File: src/rtl/csr_pkg.sv
// Shared definitions for the machine-mode CSR file: CSR addresses, interrupt
// cause codes, register bit positions and the mstatus layout.
package csr_pkg;

    localparam logic [11:0] CSR_MSTATUS = 12'h300;
    localparam logic [11:0] CSR_MIE     = 12'h304;
    localparam logic [11:0] CSR_MTVEC   = 12'h305;
    localparam logic [11:0] CSR_MEPC    = 12'h341;
    localparam logic [11:0] CSR_MCAUSE  = 12'h342;
    localparam logic [11:0] CSR_MIP     = 12'h344;
    localparam logic [11:0] CSR_MCYCLE  = 12'hB00;
    localparam logic [11:0] CSR_MCYCLEH = 12'hB80;

    localparam int IRQ_M_TIMER = 7;
    localparam int IRQ_M_EXT   = 11;

    localparam int MSTATUS_MIE_BIT  = 3;
    localparam int MSTATUS_MPIE_BIT = 7;
    localparam int MIE_MTIE_BIT     = 7;
    localparam int MIE_MEIE_BIT     = 11;
    localparam int MIP_MTIP_BIT     = 7;
    localparam int MIP_MEIP_BIT     = 11;

    typedef struct packed {
        logic [23:0] wpri_hi;
        logic        mpie;
        logic [2:0]  wpri_mid;
        logic        mie;
        logic [2:0]  wpri_lo;
    } mstatus_t;

    function automatic mstatus_t mstatus_pack(input logic mie, input logic mpie);
        mstatus_t s;
        s      = '0;
        s.mie  = mie;
        s.mpie = mpie;
        return s;
    endfunction

endpackage

File: src/rtl/irq_sync.sv
// Parameterizable-width two-flop synchronizer with asynchronous active-low reset.
module irq_sync #(
    parameter int WIDTH = 1
) (
    input  logic             clk,
    input  logic             rst_n,
    input  logic [WIDTH-1:0] d,
    output logic [WIDTH-1:0] q
);

    logic [WIDTH-1:0] meta;

    always_ff @(posedge clk or negedge rst_n) begin
        if (!rst_n) begin
            meta <= '0;
            q    <= '0;
        end else begin
            meta <= d;
            q    <= meta;
        end
    end

endmodule

File: src/rtl/csr_file.sv
// Machine-mode CSR file and interrupt/mret trap unit for the 3-stage core.
// Optional 64-bit mcycle counter at 0xB00/0xB80 when CSR_MCYCLE_EN is defined.
module csr_file
    import csr_pkg::*;
#(
    parameter int               XLEN      = 32,
    parameter logic [XLEN-1:0]  MTVEC_RST = '0
) (
    input  logic            clk,
    input  logic            rst_n,
    input  logic            instr_valid,
    input  logic            csr_rd,
    input  logic            csr_wr,
    input  logic            is_mret,
    input  logic [11:0]     csr_addr,
    input  logic [XLEN-1:0] csr_wdata,
    input  logic [XLEN-1:0] pc,
    input  logic            timer_irq,
    input  logic            ext_irq,
    output logic [XLEN-1:0] csr_rdata,
    output logic            redirect,
    output logic [XLEN-1:0] epc_target
);

    localparam logic [XLEN-1:0] ALIGN4 = ~XLEN'(3);

    logic [1:0]      irq_q;
    logic            mtip, meip;
    logic            mst_mie, mst_mpie;
    logic            mie_mtie, mie_meie;
    logic [XLEN-1:0] mtvec, mepc, mcause;
    logic            ext_pend, tmr_pend, irq_pend, irq_take, mret_take, wr_en;
    logic [4:0]      cause_code;
    logic [XLEN-1:0] trap_base, trap_vec;
    logic [XLEN-1:0] mie_word, mip_word;

    irq_sync #(.WIDTH(2)) u_irq_sync (
        .clk   (clk),
        .rst_n (rst_n),
        .d     ({ext_irq, timer_irq}),
        .q     (irq_q)
    );

    assign mtip = irq_q[0];
    assign meip = irq_q[1];

    // External is checked first so it wins when both sources are pending.
    assign ext_pend   = mie_meie & meip;
    assign tmr_pend   = mie_mtie & mtip;
    assign irq_pend   = mst_mie & (ext_pend | tmr_pend);
    assign irq_take   = irq_pend & instr_valid & ~is_mret;
    assign mret_take  = is_mret & instr_valid;
    assign wr_en      = csr_wr & instr_valid & ~irq_take;
    assign cause_code = ext_pend ? 5'(IRQ_M_EXT) : 5'(IRQ_M_TIMER);
    assign trap_base  = mtvec & ALIGN4;
    assign trap_vec   = mtvec[0] ? trap_base + XLEN'({cause_code, 2'b00}) : trap_base;

`ifdef CSR_MCYCLE_EN
    logic [63:0] mcycle;

    // A written half takes the new value and suppresses the increment, so no carry either.
    always_ff @(posedge clk or negedge rst_n) begin
        if (!rst_n) begin
            mcycle <= '0;
        end else if (wr_en && csr_addr == CSR_MCYCLE) begin
            mcycle[31:0] <= csr_wdata[31:0];
        end else if (wr_en && csr_addr == CSR_MCYCLEH) begin
            mcycle[63:32] <= csr_wdata[31:0];
        end else begin
            mcycle <= mcycle + 64'd1;
        end
    end
`endif

    always_comb begin
        mie_word               = '0;
        mie_word[MIE_MTIE_BIT] = mie_mtie;
        mie_word[MIE_MEIE_BIT] = mie_meie;
        mip_word               = '0;
        mip_word[MIP_MTIP_BIT] = mtip;
        mip_word[MIP_MEIP_BIT] = meip;
    end

    always_comb begin
        csr_rdata = '0;
        if (csr_rd) begin
            case (csr_addr)
                CSR_MSTATUS: csr_rdata = XLEN'(mstatus_pack(mst_mie, mst_mpie));
                CSR_MIE:     csr_rdata = mie_word;
                CSR_MTVEC:   csr_rdata = mtvec;
                CSR_MEPC:    csr_rdata = mepc;
                CSR_MCAUSE:  csr_rdata = mcause;
                CSR_MIP:     csr_rdata = mip_word;
`ifdef CSR_MCYCLE_EN
                CSR_MCYCLE:  csr_rdata = XLEN'(mcycle[31:0]);
                CSR_MCYCLEH: csr_rdata = XLEN'(mcycle[63:32]);
`endif
                default:     csr_rdata = '0;
            endcase
        end
    end

    always_ff @(posedge clk or negedge rst_n) begin
        if (!rst_n) begin
            mst_mie  <= 1'b0;
            mst_mpie <= 1'b0;
        end else if (irq_take) begin
            mst_mpie <= mst_mie;
            mst_mie  <= 1'b0;
        end else if (mret_take) begin
            mst_mie  <= mst_mpie;
            mst_mpie <= 1'b1;
        end else if (wr_en && csr_addr == CSR_MSTATUS) begin
            mst_mie  <= csr_wdata[MSTATUS_MIE_BIT];
            mst_mpie <= csr_wdata[MSTATUS_MPIE_BIT];
        end
    end

    always_ff @(posedge clk or negedge rst_n) begin
        if (!rst_n) begin
            mie_mtie <= 1'b0;
            mie_meie <= 1'b0;
            mtvec    <= MTVEC_RST;
        end else if (wr_en) begin
            if (csr_addr == CSR_MIE) begin
                mie_mtie <= csr_wdata[MIE_MTIE_BIT];
                mie_meie <= csr_wdata[MIE_MEIE_BIT];
            end
            if (csr_addr == CSR_MTVEC)
                mtvec <= csr_wdata & ~XLEN'(2);
        end
    end

    // The interrupted instruction's own pc is saved so it re-executes after mret.
    always_ff @(posedge clk or negedge rst_n) begin
        if (!rst_n) begin
            mepc   <= '0;
            mcause <= '0;
        end else if (irq_take) begin
            mepc   <= pc & ALIGN4;
            mcause <= {1'b1, (XLEN-1)'(cause_code)};
        end else if (wr_en) begin
            if (csr_addr == CSR_MEPC)
                mepc <= csr_wdata & ALIGN4;
            if (csr_addr == CSR_MCAUSE)
                mcause <= csr_wdata;
        end
    end

    always_ff @(posedge clk or negedge rst_n) begin
        if (!rst_n) begin
            redirect   <= 1'b0;
            epc_target <= '0;
        end else begin
            redirect <= irq_take | mret_take;
            if (irq_take)
                epc_target <= trap_vec;
            else if (mret_take)
                epc_target <= mepc;
        end
    end

endmodule

File: config.mk
export PLATFORM = sky130hd
export DESIGN_NAME = csr_file
export DESIGN_NICKNAME = d
export VERILOG_FILES = /design/src/rtl/csr_pkg.sv /design/src/rtl/irq_sync.sv /design/src/rtl/csr_file.sv
export SDC_FILE = /design/constraint.sdc
export NUM_CORES = 1
export LEC_CHECK = 0
export CAP_MARGIN = 20
export CORE_ASPECT_RATIO = 1.75
export CORE_MARGIN = 4
export CORE_UTILIZATION = 40
export DETAILED_ROUTE_END_ITERATION = 12
export PLACE_DENSITY = 0.61
export RECOVER_POWER = 50
export SLEW_MARGIN = 10
export SYNTH_ARGS = -nofsm -noshare
export SYNTH_HDL_FRONTEND = slang
export SYNTH_HIERARCHICAL = 1
export SYNTH_SLANG_ARGS = --single-unit
File: constraint.sdc
create_clock -name clk -period 5.2 [get_ports clk]
set_input_delay 0.78 -clock clk [delete_from_list [all_inputs] [get_ports clk]]
set_output_delay 0.78 -clock clk [all_outputs]
set_load 0.03 [all_outputs]
**Word level (Yosys, flattened, before mapping)**

Index checks and enable logic that the tools add are counted.

- Reductions and logical operators: 10
- Shifts and indexed selects: 0
- Eq/ne operators: 6
- Multiplexer cells: 18
- $add $sub $neg: 1
- $lt $le $gt $ge: 0
- Multipliers: 0
- Bitwise operators: 12
- Div/mod/pow operators: 0

Operators by type and width:

| cell | count |
|---|---|
| $mux W32 | 10 |
| $pmux W32 S6 | 1 |
| $eq A12 B10 Y1 const B | 6 |
| $add A32 B6 Y32 | 1 |
| $and A1 B1 Y1 | 8 |
| $reduce_and A2 Y1 | 4 |
| $reduce_bool A2 Y1 | 4 |
| $mux W1 | 6 |
| $mux W4 | 1 |
| $reduce_bool A3 Y1 | 1 |
| $not A1 Y1 | 2 |
| $or A1 B1 Y1 | 2 |
| $logic_and A1 B1 Y1 | 1 |

- Memories: 0
- RAM bits: 0
- Bits in latches: 0
- Output and inout port bits: 65
- Bits in read-only memories: 0
- Flip-flop bits (word level): 136
- Input port bits: 84
- Word-level logic and storage cells: 58

**Depth between registers and ports, before layout**

- Depth after elaboration: 11
- Depth in mapped cells: 8
- Gate-level depth less buffers: 7

**By module**

Netlist, hierarchy kept.

Modules (own cells, without submodules):

| module | cells an instance | times used | area each (um2) | sequential area each (um2) |
|---|---|---|---|---|
| csr_file | 681 | 1 | 6,884.1 | 3,203.1 |
| irq_sync | 4 | 1 | 100.1 | 100.1 |

**Worst setup path before layout**

No wires, ideal clock.

- Kind: input -> output
- From: in csr_addr[3]
- To: out csr_rdata[14]
- Setup slack: 1.783 ns
- Data arrival time: 2.637 ns
- Stages on the path: 6
- Required time: 4.420 ns
- Cells stage by stage: or4_1 > buf_2 > nor3b_4 > buf_2 > a22oi_1 > a21oi_1

- Longest elaborated chain between the ends: 3

Ends and longest elaborated chain:

| element | line | text |
|---|---|---|
| from (decl) | csr_file.sv:15 | `input logic [11:0] csr_addr,` |
| $eq A12 B10 Y1 | csr_file.sv:87 | `case (csr_addr)` |
| $pmux W32 S6 * | csr_file.sv:87 |  |
| $mux W32 * | csr_file.sv:86 | `if (csr_rd) begin` |
| to (decl) | csr_file.sv:20 | `output logic [XLEN-1:0] csr_rdata,` |

Every way passes the cells marked *; elsewhere a longest branch is shown, timed or not.

**Worst setup path in the final report**

Ends and elaborated chain as after synthesis.

==> key figures <==
Critical path
  • Flop-to-flop setup slack: ~2.6 ns
  • CP startpoint: csr_addr[3]
  • Data arrival, critical path: ~3.7 ns
  • Crit path capture: csr_rdata[14]
  • Crit path cell chain: clkdlybuf4s50_1 > or4_1 > nor3b_4 > buf_4 > a22oi_1 > a21oi_1 > clkdlybuf4s50_1
  • Required time of the worst setup path: 4.42 ns
  • CP Capture Type: output port
  • Reg2Reg Depth: 5
  • CP bufs+invs: 3
  • Reg-to-reg startpoint: u_irq_sync/q[1]
  • R2r endpoint: mtvec[12]
  • WP depth: 7
  • Critical Path Slowest Stage Cell: clkdlybuf4s50_1
  • Max stage delay on crit path: ~0.74 ns
  • Family with the most delay on the worst path: buffers and inverters
  • WS Path Type: in -> out
  • Critical-path maximum fanout: 27
  • Startpoint Class: input pin
  • Crit-path most repeated cell: clkdlybuf4s50_1

Worst hold path
  • Hold Path Class: in -> async

Drt
  • Drt pass-1 iters: 7
  • Drt wl/cell: about 22 um
  • Detailed Route WL: around 23 mm
  • DR iter-0 viols: between 300 and 400
  • DRC: 0
  • Via density: ~5.9
  • Via count: between 6000 and 7000
  • Routed Antenna Nets: 0

Clock tree
  • Clock Sinks: ~130
  • TritonCTS clock tree: yes
  • Worst-path clk slew: ~0.060 ns
  • Post-cts repair resize count: 0
  • Hold_buf cts: 0
  • Clock root cell: clkbuf_16
  • Post-CTS Setup Inserts: 0
  • Number of buffers created by CTS: 17
  • H-tree depth: 4
  • CTS Buffer Depth: 2
  • Skew-Pair Late Insertion Delay: ~0.41 ns

Die
  • Starting Density: roughly 41%
  • Die width: between 100 and 150 um
  • Row count: 63
  • Die ar.: a little under 20000 um^2
  • Core area: 17000 um^2
  • Die height: 183 um
  • IO Pins: ~150

Global routing
  • Total congestion overflow: 0
  • First-pass GRT wire length: roughly 35 mm
  • GR Util All Layers: approximately a quarter
  • Pin count of the biggest net entering global routing: 67
  • Initial antenna violation count: 1
  • Vias in the first global route: around 6500

Pwr
  • Logic pwr share: under 10%
  • Switching Share: 21.1%
  • LEAKAGE: between 4 and 5 nW
  • P_sw: ~0.54 mW
  • Peak supply drop: 181 uV
  • PwrDens: about 270 nW/um^2
  • Sequential Power Share: between 40% and 50%
  • Internal cell power: between 2 and 2.5 mW
  • Clock group share of total power: 53.6%

Layout
  • Commonest non-fill, non-tap cells in the layout: 132 x dfrtp_1, 115 x clkdlybuf4s50_1, 66 x nand2_1, 46 x a21oi_1
  • Commonest non-fill, non-tap cell in the layout: dfrtp_1
  • Nets@finish: 899
  • Post-route insts no fill: about 1100
  • Share of post-route cells with drive strength above 1: a little under an eighth
  • Area grow syn2layout: 33.6%
  • Fin util: between 50% and 60%

STA
  • Fmax: about 220 MHz
  • Worst-Margin Slew: 3.39 ns
  • Skew final: 0.00719 ns
  • Final Setup Violations: 0
  • Tmin final: ~4.5 ns
  • Fin. max-slew vios: roughly 160
  • Rel. slew slack: -126%
  • Final worst-path cycle share: around 87%
  • Worst Slack Setup Final: roughly 0.69 ns
  • Final hold violations: 0
  • TNS Setup: 0 ns
  • RSZ-0062 raised after global routing: false

Synth
  • Mapped Area: 6980 um^2
  • Avg Synthesized Cell Area: around 10 um^2
  • Post-synth top area cell: dfrtp_1
  • Mapped Cells: approximately 700
  • Ys async rst share: 100%
  • Primary FF master, synth: dfrtp_1
  • Yosys top cell area share: between 40% and 50%
  • Post-synth EDFFs: 0
  • Sequential-to-total area share from yosys stat: 47.3%
  • Post-synthesis sequential element count: 132
  • Distinct cells, synth: a little under 60
  • Synth warn: 6
  • Top cells by area, synth: dfrtp_1 47%, mux2_2 5.5%, mux2i_1 4.9%

Placement
  • Input/output buffers: between 100 and 150
  • HPWL after DPL: roughly 15 mm
  • Final GP Congestion: roughly 0.81
  • DP Worst Slack: roughly 0.70 ns
  • Placed insts: 1021

Run status
  • Status: finished with violations
  • Failing checks: capacitance limit, slew limit

Run
  • Max Cap Viol: 3
## layout make-up
type / count / area [um^2]
clock inverter: 12 / 226
sequential: 132 / 3300
inverter: 8 / 30.0
tap: 227 / 284
clock buffer: 19 / 443
fill: 1582 / 7690
multi-input combinational: 489 / 3420
antenna: 1 / 2.50
timing repair buffer: 166 / 1630
## through the flow
stage          hold slack, ns  power (mW)  area [um^2]
2_1_floorplan           0.331        1.10         6990
3_3_place_gp            0.344        1.21         8660
3_5_place_dp            0.343        1.21         8660
4_1_cts                 0.182        2.58         9330
5_1_grt                 0.360        2.64         9330
6_report                0.334        2.56         9330
## cells in the mapped netlist (6+ instances only)
cell type,count
o21ai_1,32
buf_2,13
dfrtp_1,132
a222oi_1,13
clkbuf_1,33
o21ai_0,6
xor2_1,12
and3_1,32
inv_1,8
nand2_1,66
a22o_1,30
nand3_1,18
nor4_1,10
xnor2_1,15
nor2_1,20
mux2i_1,34
nand4_1,12
a21oi_1,46
a211oi_1,24
a22oi_1,20
mux2_2,34
## worst min-delay path by stage
stage | cells after the start | from | endpoint | slack [ns]
finish | 1 | rst_n | mepc[26] | 0.33
global route | 1 | rst_n | mepc[26] | 0.36
CTS | 1 | rst_n | mepc[26] | 0.18
detailed placement | 0 | u_irq_sync/meta[1] | u_irq_sync/q[1] | 0.34
global placement | 0 | u_irq_sync/meta[1] | u_irq_sync/q[1] | 0.34
floorplan | 0 | u_irq_sync/meta[0] | u_irq_sync/q[0] | 0.33
## state kept, by name, indices dropped and copies added, names as in the netlist
name             count
mie_mtie             1
redirect             1
mepc                30
mtvec               31
mst_mie              1
u_irq_sync/q         2
epc_target          30
mie_meie             1
mcause              32
mst_mpie             1
u_irq_sync/meta      2
## power groups by stage
stage	logic [mW]	registers, mW	clock network [mW]
floorplan	0.0332	1.06	0
global placement	0.147	1.06	0
detailed placement	0.149	1.06	0
CTS	0.150	1.04	1.39
global route	0.157	1.04	1.44
finish	0.145	1.04	1.37
## layer usage
metal  GRT usage, %  part of all wire, %  up-vias  wire (um)
li1               -                    -     2822          -
met4           11.9                  4.7        0       1070
met5              0                    0        -          0
met2           40.2                   51      264      11700
met1           27.5                   38     3030       8600
met3           3.87                  6.1       69       1380
## worst register-to-register path: stages (launching register included)
cell	delay [ns]
dfrtp_1	0.52
a22o_1	0.27
nand2_1	0.36
nand4_2	0.65
buf_12	0.41
mux2_2	0.30
## cell families after synthesis
kind of cell	Yosys count	synth area share (%)
AND/OR/NAND/NOR	199	15.7
other	1	0.0537
XOR/XNOR	27	3.39
adder cells (fa/ha/maj)	1	0.179
AO/OA/AOI/OAI	191	18.6
flip-flops	132	47.3
buffers and inverters	65	4.26
multiplexers	69	10.5
Power figures use the tool's default switching activity.
